==> src/rtl/spi_stream_master.sv <==
// SPI mode-0 stream master: TX FIFO of {last, dc, data} entries serialised with a
// programmable SCK divider, chip select held low across multi-word bursts.
module spi_stream_master #(
  parameter int DATA_WIDTH = 8,
  parameter int FIFO_DEPTH = 16,
  parameter int CLK_DIV    = 4,
  parameter int LSB_FIRST  = 0
) (
  input  logic                          clk_in,
  input  logic                          reset_in,
  input  logic                          wr_valid,
  output logic                          wr_ready,
  input  logic [DATA_WIDTH-1:0]         wr_data,
  input  logic                          wr_dc,
  input  logic                          wr_last,
  output logic [$clog2(FIFO_DEPTH):0]   fifo_level,
  output logic                          busy,
  output logic [DATA_WIDTH-1:0]         rd_data,
  output logic                          rd_valid,
  output logic                          select,
  output logic                          sck,
  output logic                          mosi,
  output logic                          dc,
  input  logic                          miso,
  output logic [2:0]                    fsm_state
);

  localparam int AW = $clog2(FIFO_DEPTH);
  localparam int CW = AW + 1;
  localparam int EW = DATA_WIDTH + 2;
  localparam int DW = (CLK_DIV > 1) ? $clog2(CLK_DIV) : 1;
  localparam int BW = $clog2(DATA_WIDTH);

  typedef enum logic [2:0] {
    S_IDLE, S_SETUP, S_SHIFT, S_NEXT, S_WAIT, S_HOLD, S_GAP
  } state_t;

  // Write side handshake: an entry moves when wr_valid && wr_ready on a clock edge.
  logic [EW-1:0]         mem [FIFO_DEPTH];
  logic [AW-1:0]         wr_ptr, rd_ptr;
  logic [CW-1:0]         count;
  logic                  push, pop, fifo_empty;
  logic [DATA_WIDTH-1:0] head_data;
  logic                  head_dc, head_last;

  assign wr_ready   = (count != CW'(FIFO_DEPTH));
  assign push       = wr_valid && wr_ready;
  assign fifo_empty = (count == '0);
  assign fifo_level = count;
  assign {head_last, head_dc, head_data} = mem[rd_ptr];

  always_ff @(posedge clk_in) begin
    if (push) mem[wr_ptr] <= {wr_last, wr_dc, wr_data};
  end

  always_ff @(posedge clk_in) begin
    if (reset_in) begin
      wr_ptr <= '0;
      rd_ptr <= '0;
      count  <= '0;
    end else begin
      if (push) wr_ptr <= wr_ptr + 1'b1;
      if (pop)  rd_ptr <= rd_ptr + 1'b1;
      case ({push, pop})
        2'b10:   count <= count + 1'b1;
        2'b01:   count <= count - 1'b1;
        default: count <= count;
      endcase
    end
  end

  state_t                state, state_n;
  logic [DW-1:0]         div_cnt, div_n;
  logic [BW-1:0]         bit_cnt, bit_n;
  logic [DATA_WIDTH-1:0] tx_shift, tx_n, rx_shift, rx_n, rdd_n, tx_next;
  logic                  sck_n, sel_n, mosi_n, dc_n, last_q, last_n, rdv_n;
  logic                  div_done, do_load;

  assign div_done  = (div_cnt == DW'(CLK_DIV - 1));
  assign busy      = !fifo_empty || (state != S_IDLE);
  assign fsm_state = state;
  assign tx_next   = (LSB_FIRST != 0) ? (tx_shift >> 1) : (tx_shift << 1);

  always_comb begin
    state_n = state;
    div_n   = div_cnt;
    bit_n   = bit_cnt;
    sck_n   = sck;
    sel_n   = select;
    mosi_n  = mosi;
    dc_n    = dc;
    last_n  = last_q;
    tx_n    = tx_shift;
    rx_n    = rx_shift;
    rdd_n   = rd_data;
    rdv_n   = 1'b0;
    do_load = 1'b0;
    pop     = 1'b0;

    case (state)
      S_IDLE: begin
        sel_n = 1'b1;
        sck_n = 1'b0;
        if (!fifo_empty) begin
          do_load = 1'b1;
          sel_n   = 1'b0;
          state_n = S_SETUP;
        end
      end
      S_SETUP: begin
        if (div_done) begin
          div_n   = '0;
          state_n = S_SHIFT;
        end else div_n = div_cnt + 1'b1;
      end
      S_SHIFT: begin
        if (!div_done) div_n = div_cnt + 1'b1;
        else begin
          div_n = '0;
          if (!sck) begin
            sck_n = 1'b1;
            rx_n  = (LSB_FIRST != 0) ? {miso, rx_shift[DATA_WIDTH-1:1]}
                                     : {rx_shift[DATA_WIDTH-2:0], miso};
          end else begin
            sck_n = 1'b0;
            // The falling edge after the final bit is the word boundary.
            if (bit_cnt == BW'(DATA_WIDTH - 1)) begin
              rdv_n   = 1'b1;
              rdd_n   = rx_shift;
              state_n = S_NEXT;
            end else begin
              bit_n  = bit_cnt + 1'b1;
              tx_n   = tx_next;
              mosi_n = (LSB_FIRST != 0) ? tx_next[0] : tx_next[DATA_WIDTH-1];
            end
          end
        end
      end
      S_NEXT: begin
        if (last_q) begin
          div_n   = '0;
          state_n = S_HOLD;
        end else if (!fifo_empty) begin
          do_load = 1'b1;
          state_n = S_SHIFT;
        end else state_n = S_WAIT;
      end
      S_WAIT: begin
        if (!fifo_empty) begin
          do_load = 1'b1;
          state_n = S_SHIFT;
        end
      end
      S_HOLD: begin
        if (div_done) begin
          div_n   = '0;
          sel_n   = 1'b1;
          state_n = S_GAP;
        end else div_n = div_cnt + 1'b1;
      end
      S_GAP: begin
        if (div_done) begin
          div_n   = '0;
          state_n = S_IDLE;
        end else div_n = div_cnt + 1'b1;
      end
      default: state_n = S_IDLE;
    endcase

    // Pops happen only with sck low, so dc never moves under an active clock.
    if (do_load) begin
      pop    = 1'b1;
      tx_n   = head_data;
      mosi_n = (LSB_FIRST != 0) ? head_data[0] : head_data[DATA_WIDTH-1];
      dc_n   = head_dc;
      last_n = head_last;
      div_n  = '0;
      bit_n  = '0;
      sck_n  = 1'b0;
    end
  end

  always_ff @(posedge clk_in) begin
    if (reset_in) begin
      state    <= S_IDLE;
      div_cnt  <= '0;
      bit_cnt  <= '0;
      sck      <= 1'b0;
      select   <= 1'b1;
      mosi     <= 1'b0;
      dc       <= 1'b0;
      last_q   <= 1'b0;
      tx_shift <= '0;
      rx_shift <= '0;
      rd_data  <= '0;
      rd_valid <= 1'b0;
    end else begin
      state    <= state_n;
      div_cnt  <= div_n;
      bit_cnt  <= bit_n;
      sck      <= sck_n;
      select   <= sel_n;
      mosi     <= mosi_n;
      dc       <= dc_n;
      last_q   <= last_n;
      tx_shift <= tx_n;
      rx_shift <= rx_n;
      rd_data  <= rdd_n;
      rd_valid <= rdv_n;
    end
  end

endmodule

==> config.mk <==
export PLATFORM = sky130hd
export DESIGN_NAME = spi_stream_master
export DESIGN_NICKNAME = d
export VERILOG_FILES = /design/src/rtl/spi_stream_master.sv
export SDC_FILE = /design/constraint.sdc
export NUM_CORES = 1
export LEC_CHECK = 0
export CAP_MARGIN = 20
export CORE_UTILIZATION = 32
export CTS_CLUSTER_SIZE = 24
export DETAILED_ROUTE_END_ITERATION = 7
export PLACE_DENSITY = 0.49
export SLEW_MARGIN = 25
export SYNTH_ARGS = -nofsm -noshare
export SYNTH_HDL_FRONTEND = slang
export SYNTH_SLANG_ARGS = --single-unit
==> constraint.sdc <==
create_clock -name clk_in -period 8.95 [get_ports clk_in]
set_input_delay 1.79 -clock clk_in [delete_from_list [all_inputs] [get_ports clk_in]]
set_output_delay 1.79 -clock clk_in [all_outputs]
set_load 0.01 [all_outputs]
# ---- Yosys cells after proc, flatten, opt, wreduce, memory -nomap -nowiden
# Memory sizes are Yosys's and may differ from the RTL's. A register that Yosys moved wholly into a read port is not among the register bits.
# Index checks and enable logic that the tools add are counted.
dict set report word_totals {
  wordCells 112
  latchBits 0
  mem_count 1
  mem_bits_ro 0
  ram_bits 160
  register_bits 50
}
dict set report classes {
  mul 0
  shifts 0
  n_addsub 6
  n_div 0
  reduce_logical 25
  bitwise 4
  n_eq_ne 21
  muxes 40
  magnitude_cmp 0
}
# memory depth word_bits read_ports rd_clocked_by_memory_dff write_ports line
set memory_table {}
lappend memory_table {mem 16 10 1 1 1 39} ;# logic [EW-1:0] mem [FIFO_DEPTH];
# operator count
set ops {}
lappend ops {{$mux 7} 5}
lappend ops {{$mux 3} 10}
lappend ops {{$pmux 3 s7} 1}
lappend ops {{$ne 2x2->1 const B} 10}
lappend ops {{$mux 1} 15}
lappend ops {{$reduce_bool 2->1} 7}
lappend ops {{$eq 3x3->1 const B} 4}
lappend ops {{$reduce_and 4->1} 3}
lappend ops {{$pmux 5 s2} 1}
lappend ops {{$add 4x1->4 const B} 2}
lappend ops {{$mux 4} 2}
lappend ops {{$reduce_and 8->1} 1}
lappend ops {{$reduce_or 4->1} 2}
lappend ops {{$eq 3x2->1 const B} 2}
lappend ops {{$pmux 1 s2} 3}
lappend ops {{$reduce_and 2->1} 3}
lappend ops {{$add 5x1->5 const B} 1}
lappend ops {{$logic_not 5->1} 1}
lappend ops {{$ne 5x5->1 const B} 1}
lappend ops {{$sub 5x1->5 const B} 1}
lappend ops {{$eq 2x2->1 const B} 2}
lappend ops {{$mux 2} 2}
lappend ops {{$not 1->1} 4}
lappend ops {{$pmux 2 s2} 1}
lappend ops {{other kinds (11)} 12}

# ---- Depth between registers and ports, before layout
# Gate-level depths: netlist of run 1.
dict set report logic_depth {
  depth_word 7
  mapped_depth 14
}

# ---- Worst setup path before layout of run 1
# No wires, ideal clock.
dict set report synth_timing {
  path_kind {input to register}
  start {input wr_valid}
  end {register count[2], in the netlist fifo_level[2]}
  arrival_time_ns 3.684
  required_ns 8.879
  stages 10
  path_slack_ns 5.196
  cell_sequence {a21boi_1 -> inv_1 -> ha_1 -> clkbuf_1 -> xor2_1 -> ha_1 -> a21oi_1 -> xor2_1 -> or3_1 -> a21oi_1}
}
dict set report synth_via {
  elab_chain_cells 3
  word_cells_on_any_way 5
  cone_classes {eq/ne: 2; mux: 1; reduce/logical: 2}
}
# element line
set synth_lines {}
lappend synth_lines {{from (decl)} 11} ;# input logic wr_valid,
lappend synth_lines {{$logic_and 1x1->1 (*)} 47} ;# assign push = wr_valid && wr_ready;
lappend synth_lines {{$eq 2x1->1 / $eq 2x2->1 (equally long branches)} 64} ;# case ({push, pop})
lappend synth_lines {{$pmux 5 s2 / $reduce_bool 2->1 (equally long branches)} -}
lappend synth_lines {{to (signal assigned)} 65} ;# 2'b10: count <= count + 1'b1;
lappend synth_lines {{to (signal assigned)} 66} ;# 2'b01: count <= count - 1'b1;
lappend synth_lines {{to (signal assigned)} 67} ;# default: count <= count;
lappend synth_lines {{to (decl)} 41} ;# logic [CW-1:0] count;
# Mark *: on every way between the ends. The rest lies on a longest branch, timed or not.
# A chain may end at the register's enable or synchronous reset.

# ---- Worst setup path in the final report of run 1
dict set report layout_timing {
  start {register count[1], in the netlist fifo_level[1]}
  end {output busy}
}
dict set report layout_via {
  elab_chain_cells 3
}
# element line
set layout_lines {}
lappend layout_lines {{$logic_not 5->1} 48} ;# assign fifo_empty = (count == '0);
lappend layout_lines {{$logic_not 1->1} -}
lappend layout_lines {{$logic_or 1x1->1} 80} ;# assign busy = !fifo_empty || (state != S_IDLE);
lappend layout_lines {{to (decl)} 17} ;# output logic busy,
# Every way passes these cells.

==> results.cfg, run 1 <==
[outcome]
status = complete, but fails checks
violations = DRC

[clock_tree]
cts_setup_buffers = 0
hold_buffers = 0
clock-root-buffer = clkbuf_16
numCtsBuffers = 24
cts_buffer_depth = 3
cts_tree = done
cts.sinks = 214
cts_resized = 0
htree_levels = 1
clk-insertion-delay-late_ns = 0.51
path_clk_slew_ns = 0.06

[floorplan]
die_x_um = 167
fp.dieArea_mm2 = 0.0280
initial_core_util_pct = 32.5
die_h_um = 167
rows = 60
core_area_mm2 = 0.0269
ioPinCount = 37

[drt]
drt_wl_total_um = 18600
via_per_inst = 5.02
num_vias = 4697
drc = 2
ant_nets = 0
drt-pass1-iter-count = 7
drt_iter0_markers = 386
wl_per_cell_um = 19.9

[critical_path]
cp_num_buf_inv = 1
cpLargestDelayFamily = simple AND/OR/NAND/NOR gates
crit_chain = or4_4 -> nor2_1 -> nand2_1 -> clkdlybuf4s50_1
end_kind = output port
cp.arrival_ns = 2.38
cp-start-kind = flip-flop
crit_end = busy
slowest_delay_ns = 0.67
r2r_end = fifo_level[4]$_SDFFE_PP0P_
cp_max_fo = 10
r2r_setup_slack_ns = 5.54
crit_cells = 4
critPathLaunch = fifo_level[1]$_SDFFE_PP0P_
r2r_cells = 10
critical_path_class = flip-flop to output port
rr_startpoint = fifo_level[1]$_SDFFE_PP0P_
crit_slowest_cell = or4_4
critPathRequiredTime_ns = 7.16

[synthesis]
syn_nets = 566
syn-instance-count = 540
synth_edf_count = 160
async_reset_ff_share_pct = 0
syn_area_mm2 = 0.00873
yosysSeqAreaShare_pct = 67.4
synth_top_area_share_pct = 55.0
yosys_warnings = 0
syn_avg_cell_area_um2 = 16.2
synth.distinct_cells = 51
synth_ff_type = edfxtp_1
synthTopCellsByArea = edfxtp_1 55%, dfxtp_1 12%, mux4_2 11%
ys_seq_elements = 214
synth_area_leader_cell = edfxtp_1

[timing]
setup_violations = 0
layout_setup_ws_ns = 4.78
max_slew_margin_pct = 35.1
period_share_pct = 46.6
tns_ns = 0
hold_viol = 0
rsz0062_at_grt = no
slew_violations = 0
period_needed_ns = 4.17
worstMarginPinSlew_ns = 0.969
fin_skew_ns = 0.00881
fmax_mhz = 240

[placement]
numPortBuffers = 36
place_congestion = 0.743
dpl.hpwl_um = 12000
dp_slack_ns = 4.38

[power_and_ir_drop]
swShare_pct = 28.5
fin_total_pwr_w = 0.00276
power_density_mw_per_mm2 = 271
p_seq_share_pct = 44.4
irDropWorstVdd_mv = 0.124
pwr-share-clk_pct = 34.4
p_int_w = 0.00197
combPwrFrac_pct = 21.2
p_leak_nw = 3.30
switchingPower_w = 0.000786

[global_route]
grt_pass1_wl_um = 29000
grt_max_degree = 50
grt_pass1_vias = 4961
grt_overflow = 0
track_usage_pct = 13.6
antenna_found_initial = 0

[layout]
fin_util_pct = 37.9
nNetsFinal = 601
layout-drive-gt1-share_pct = 18.4
final_common_cell = edfxtp_1
layout_common_cells = 160 x edfxtp_1, 52 x dfxtp_1, 47 x nor2_1
areaGrowthSynthToFinish_pct = 16.5

[min_path]
min_path_type = flip-flop to flip-flop

[run]
cap_violations = 0
how the worst min path moves through the flow:
stage                                   end  slack [ns]               startpoint  cells after the start
detailed placement  rd_data[0]$_SDFFE_PP0P_        0.48  rd_data[0]$_SDFFE_PP0P_                      2
CTS                 rd_data[0]$_SDFFE_PP0P_        0.50  rd_data[0]$_SDFFE_PP0P_                      2
floorplan           div_cnt[1]$_SDFFE_PP0P_        0.46  div_cnt[1]$_SDFFE_PP0P_                      2
finish              rd_data[0]$_SDFFE_PP0P_        0.49  rd_data[0]$_SDFFE_PP0P_                      2
global route        rd_data[0]$_SDFFE_PP0P_        0.54  rd_data[0]$_SDFFE_PP0P_                      2
global placement    rd_data[7]$_SDFFE_PP0P_        0.47  rd_data[7]$_SDFFE_PP0P_                      2
cell usage after synthesis, drive strengths merged (10+ instances only):
master and n:
dfxtp 54, edfxtp 160, inv 10, a21oi 14, mux2i 32, mux2 15, buf 19, mux4 41
nand2 15, clkbuf 15, o21ai 13, nor2 49, ha 12
through the flow:
step | hold slack, ns | area (µm²) | std cells
final | 0.487 | 10200 | 935
after floorplan | 0.459 | 8730 | 540
after global placement | 0.474 | 9400 | 890
after CTS | 0.497 | 10200 | 934
after global routing | 0.536 | 10200 | 934
after detailed placement | 0.483 | 9400 | 890
power by group through the flow:
stage               combinational (W)  sequential (W)  clock [W]
finish                       0.000585         0.00122   0.000948
global route                 0.000640         0.00124    0.00101
CTS                          0.000592         0.00122   0.000973
detailed placement           0.000589         0.00124          0
global placement             0.000572         0.00124          0
floorplan                    0.000463         0.00120          0
logic make-up after synthesis:
group / count (synthesis) / synth area share [%]
AO/OA/AOI/OAI: 64 / 5.30
XOR/XNOR: 9 / 0.902
buffers and inverters: 44 / 2.45
AND/OR/NAND/NOR: 109 / 6.07
flip-flops: 214 / 67.4
multiplexers: 88 / 16.2
adder cells (fa/ha/maj): 12 / 1.72
registers in the layout, indices dropped and copies added (netlist names), 2 cells and up, named ones only:
name and count:
tx_shift 7, div_cnt 2, rd_ptr 4, wr_ptr 4
bit_cnt 3, rd_data 8, fsm_state 3, fifo_level 5
mem 160, rx_shift 8
layer usage:
metal	global-route usage, %	up-vias	wire length [µm]
li1	-	2175	-
met1	17.6	2393	8230
met2	23.6	97	9300
met3	2.08	32	616
met4	4.11	0	485
met5	0	-	0
area by class of cell:
cell class	instances	area, µm²
antenna	1	2.50
clock buffer	35	704
clock inverter	9	65.1
fill	2517	16700
inverter	10	37.5
multi-input combinational	282	2650
sequential	214	5890
tap	341	427
timing repair buffer	43	408
tightest hold or removal path, cell delays in order, from the launching register on:
cell	delay, ns
dfxtp_1	0.32
mux2i_1	0.06
nor2_1	0.07
No activity file was read; power rests on OpenSTA's default activity.
==> run 2: changes to the inputs <==
--- a/config.mk
+++ b/config.mk
@@ -9,7 +9,7 @@
 export CORE_UTILIZATION = 32
 export CTS_CLUSTER_SIZE = 24
 export DETAILED_ROUTE_END_ITERATION = 7
-export PLACE_DENSITY = 0.49
+export PLACE_DENSITY = 0.51
 export SLEW_MARGIN = 25
 export SYNTH_ARGS = -nofsm -noshare
 export SYNTH_HDL_FRONTEND = slang
==> constraint.sdc (replaced) <==
create_clock -name clk_in -period 3.7 [get_ports clk_in]
set_input_delay 0.74 -clock clk_in [delete_from_list [all_inputs] [get_ports clk_in]]
set_output_delay 0.74 -clock clk_in [all_outputs]
set_load 0.01 [all_outputs]
==> run 2 against run 1 <==
The flow now finishes without violations. Hold slack improved by 0.012 ns. Sequential power increased by 140%. Critical path depth unchanged. Utilization increased by 0.33 points. Cell count increased by 1.3%. Sequential share of layout area decreased by 0.49 points. First-iteration DRC count decreased by 25%. Die area unchanged. Power increased by 140%. Global-route usage decreased by 0.56 points. Critical endpoint unchanged. Largest cell class unchanged. Largest power group unchanged.
==> results.cfg, run 2 (same netlist as run 1, synthesis figures left out) <==
[outcome]
status = finished, final reports clean

[power_and_ir_drop]
p_int_w = 0.00472
fin_total_pwr_w = 0.00660
swShare_pct = 28.5
irDropWorstVdd_mv = 0.266
pwr-share-clk_pct = 33.7
power_density_mw_per_mm2 = 643
switchingPower_w = 0.00188
combPwrFrac_pct = 21.4
p_seq_share_pct = 44.9
p_leak_nw = 3.36

[floorplan]
core_area_mm2 = 0.0269
ioPinCount = 37
initial_core_util_pct = 32.5
rows = 60
die_h_um = 167
fp.dieArea_mm2 = 0.0280
die_x_um = 167

[clock_tree]
clock-root-buffer = clkbuf_16
cts_tree = done
path_clk_slew_ns = 0.06
clk-insertion-delay-late_ns = 0.51
cts_setup_buffers = 0
cts_resized = 0
cts_buffer_depth = 3
htree_levels = 1
numCtsBuffers = 24
hold_buffers = 0
cts.sinks = 214

[layout]
final_cell_count_no_fill = 947
antenna_cells = 0
reg_top3 = mem (160), rd_data (8), rx_shift (8)
areaGrowthSynthToFinish_pct = 17.5
regMostFlops = mem
layout_common_cells = 160 x edfxtp_1, 52 x dfxtp_1, 49 x nor2_1
final_common_cell = edfxtp_1
nNetsFinal = 615
multi_input_area_mm2 = 0.00264
largest_reg_flops = 160
fillers = 2474
fin_area_mm2 = 0.0103
layout-drive-gt1-share_pct = 19.8
seqCellArea_mm2 = 0.00589

[placement]
dp.cells = 904
numPortBuffers = 36
dpl.hpwl_um = 11300
dpl_cell_area_mm2 = 0.00953
place_congestion = 0.742

[critical_path]
cp.arrival_ns = 2.42
critPathRequiredTime_ns = 2.96
crit_chain = or4_4 -> nor2_1 -> nand2_1 -> clkdlybuf4s50_1
critPathLaunch = fifo_level[1]$_SDFFE_PP0P_
critical_path_class = flip-flop to output port
crit_slowest_cell = or4_4
end_kind = output port
slowest_delay_ns = 0.66
cp-start-kind = flip-flop
cp_max_fo = 10
rr_startpoint = fifo_level[1]$_SDFFE_PP0P_

[drt]
drt-pass1-iter-count = 6
drt_wl_total_um = 17900
drt_iter0_markers = 288
num_vias = 4757
drc = 0
via_per_inst = 5.02
ant_nets = 0
wl_per_cell_um = 18.9

[min_path]
worstHoldStart = rd_data[5]$_SDFFE_PP0P_
min_path_type = flip-flop to flip-flop

[timing]
slew_violations = 0
hold_ws_ns = 0.499
fin_skew_ns = 0.0137
worstMarginPinSlew_ns = 0.916
tns_ns = 0
max_slew_margin_pct = 38.8
period_share_pct = 85.4
setup_violations = 0
hold_viol = 0
period_needed_ns = 3.16
fmax_mhz = 316
rsz0062_at_grt = no

[run]
cap_violations = 0

[global_route]
grt_pass1_wl_um = 28200
antenna_found_initial = 0
grt_overflow = 0
track_usage_pct = 13.1
grt_max_degree = 41
grt_pass1_vias = 4838
-- run 2: cell count changes in the layout (fill, tap and decap cells not counted), moves of 2 or more --
| cell | previous run | this run |
|---|---|---|
| clkbuf_8 | 2 | 0 |
| clkinv_1 | 4 | 2 |
| buf_12 | 0 | 2 |
| buf_4 | 7 | 19 |
| nor2_1 | 47 | 49 |
| clkinv_4 | 0 | 2 |
| nor2_2 | 2 | 0 |
-- run 2: final cells by class --
type / instances / share of cell area (%)
clock inverter: 10 / 0.817
clock buffer: 33 / 6.39
tap: 341 / 4.16
inverter: 10 / 0.366
multi-input combinational: 282 / 25.7
timing repair buffer: 57 / 5.24
sequential: 214 / 57.4
-- run 2: power by group through the flow --
stage	logic, W	registers (W)	clock network (W)
after floorplan	0.00112	0.00290	0
after global placement	0.00137	0.00300	0
after detailed placement	0.00141	0.00302	0
after CTS	0.00142	0.00297	0.00229
after global routing	0.00156	0.00299	0.00239
final	0.00141	0.00296	0.00223
-- run 2: worst max-delay path: cells and delay by family, from the launching register on --
kind | cells | cell delay (ns)
simple gates | 3 | 0.99
buf+inv | 1 | 0.49
flops | 1 | 0.41
-- run 2: per-stage QoR --
| step | setup slack [ns] | utilization (%) |
|---|---|---|
| floorplan | 0.769 | - |
| global placement | 0.600 | 35.4 |
| detailed placement | 0.493 | 35.4 |
| CTS | 0.540 | 38.2 |
| global route | 0.418 | 38.2 |
| finish | 0.539 | 38.2 |
-- run 2: final timing paths --
kind	cells past startpoint	slack, ns	endpoint
max	4	0.54	busy
min	2	0.50	rd_data[5]$_SDFFE_PP0P_
min reg2reg	2	0.50	rd_data[5]$_SDFFE_PP0P_
max reg2reg	10	0.76	fifo_level[2]$_SDFFE_PP0P_
-- run 2: per-layer routing --
layer / global-route usage [%] / part of all wire (%) / routed length (µm)
met1: 16.8 / 45 / 7980
met4: 3.63 / 1.6 / 283
met3: 2.27 / 3.7 / 655
met2: 22.6 / 50 / 8950
met5: 0 / 0 / 0
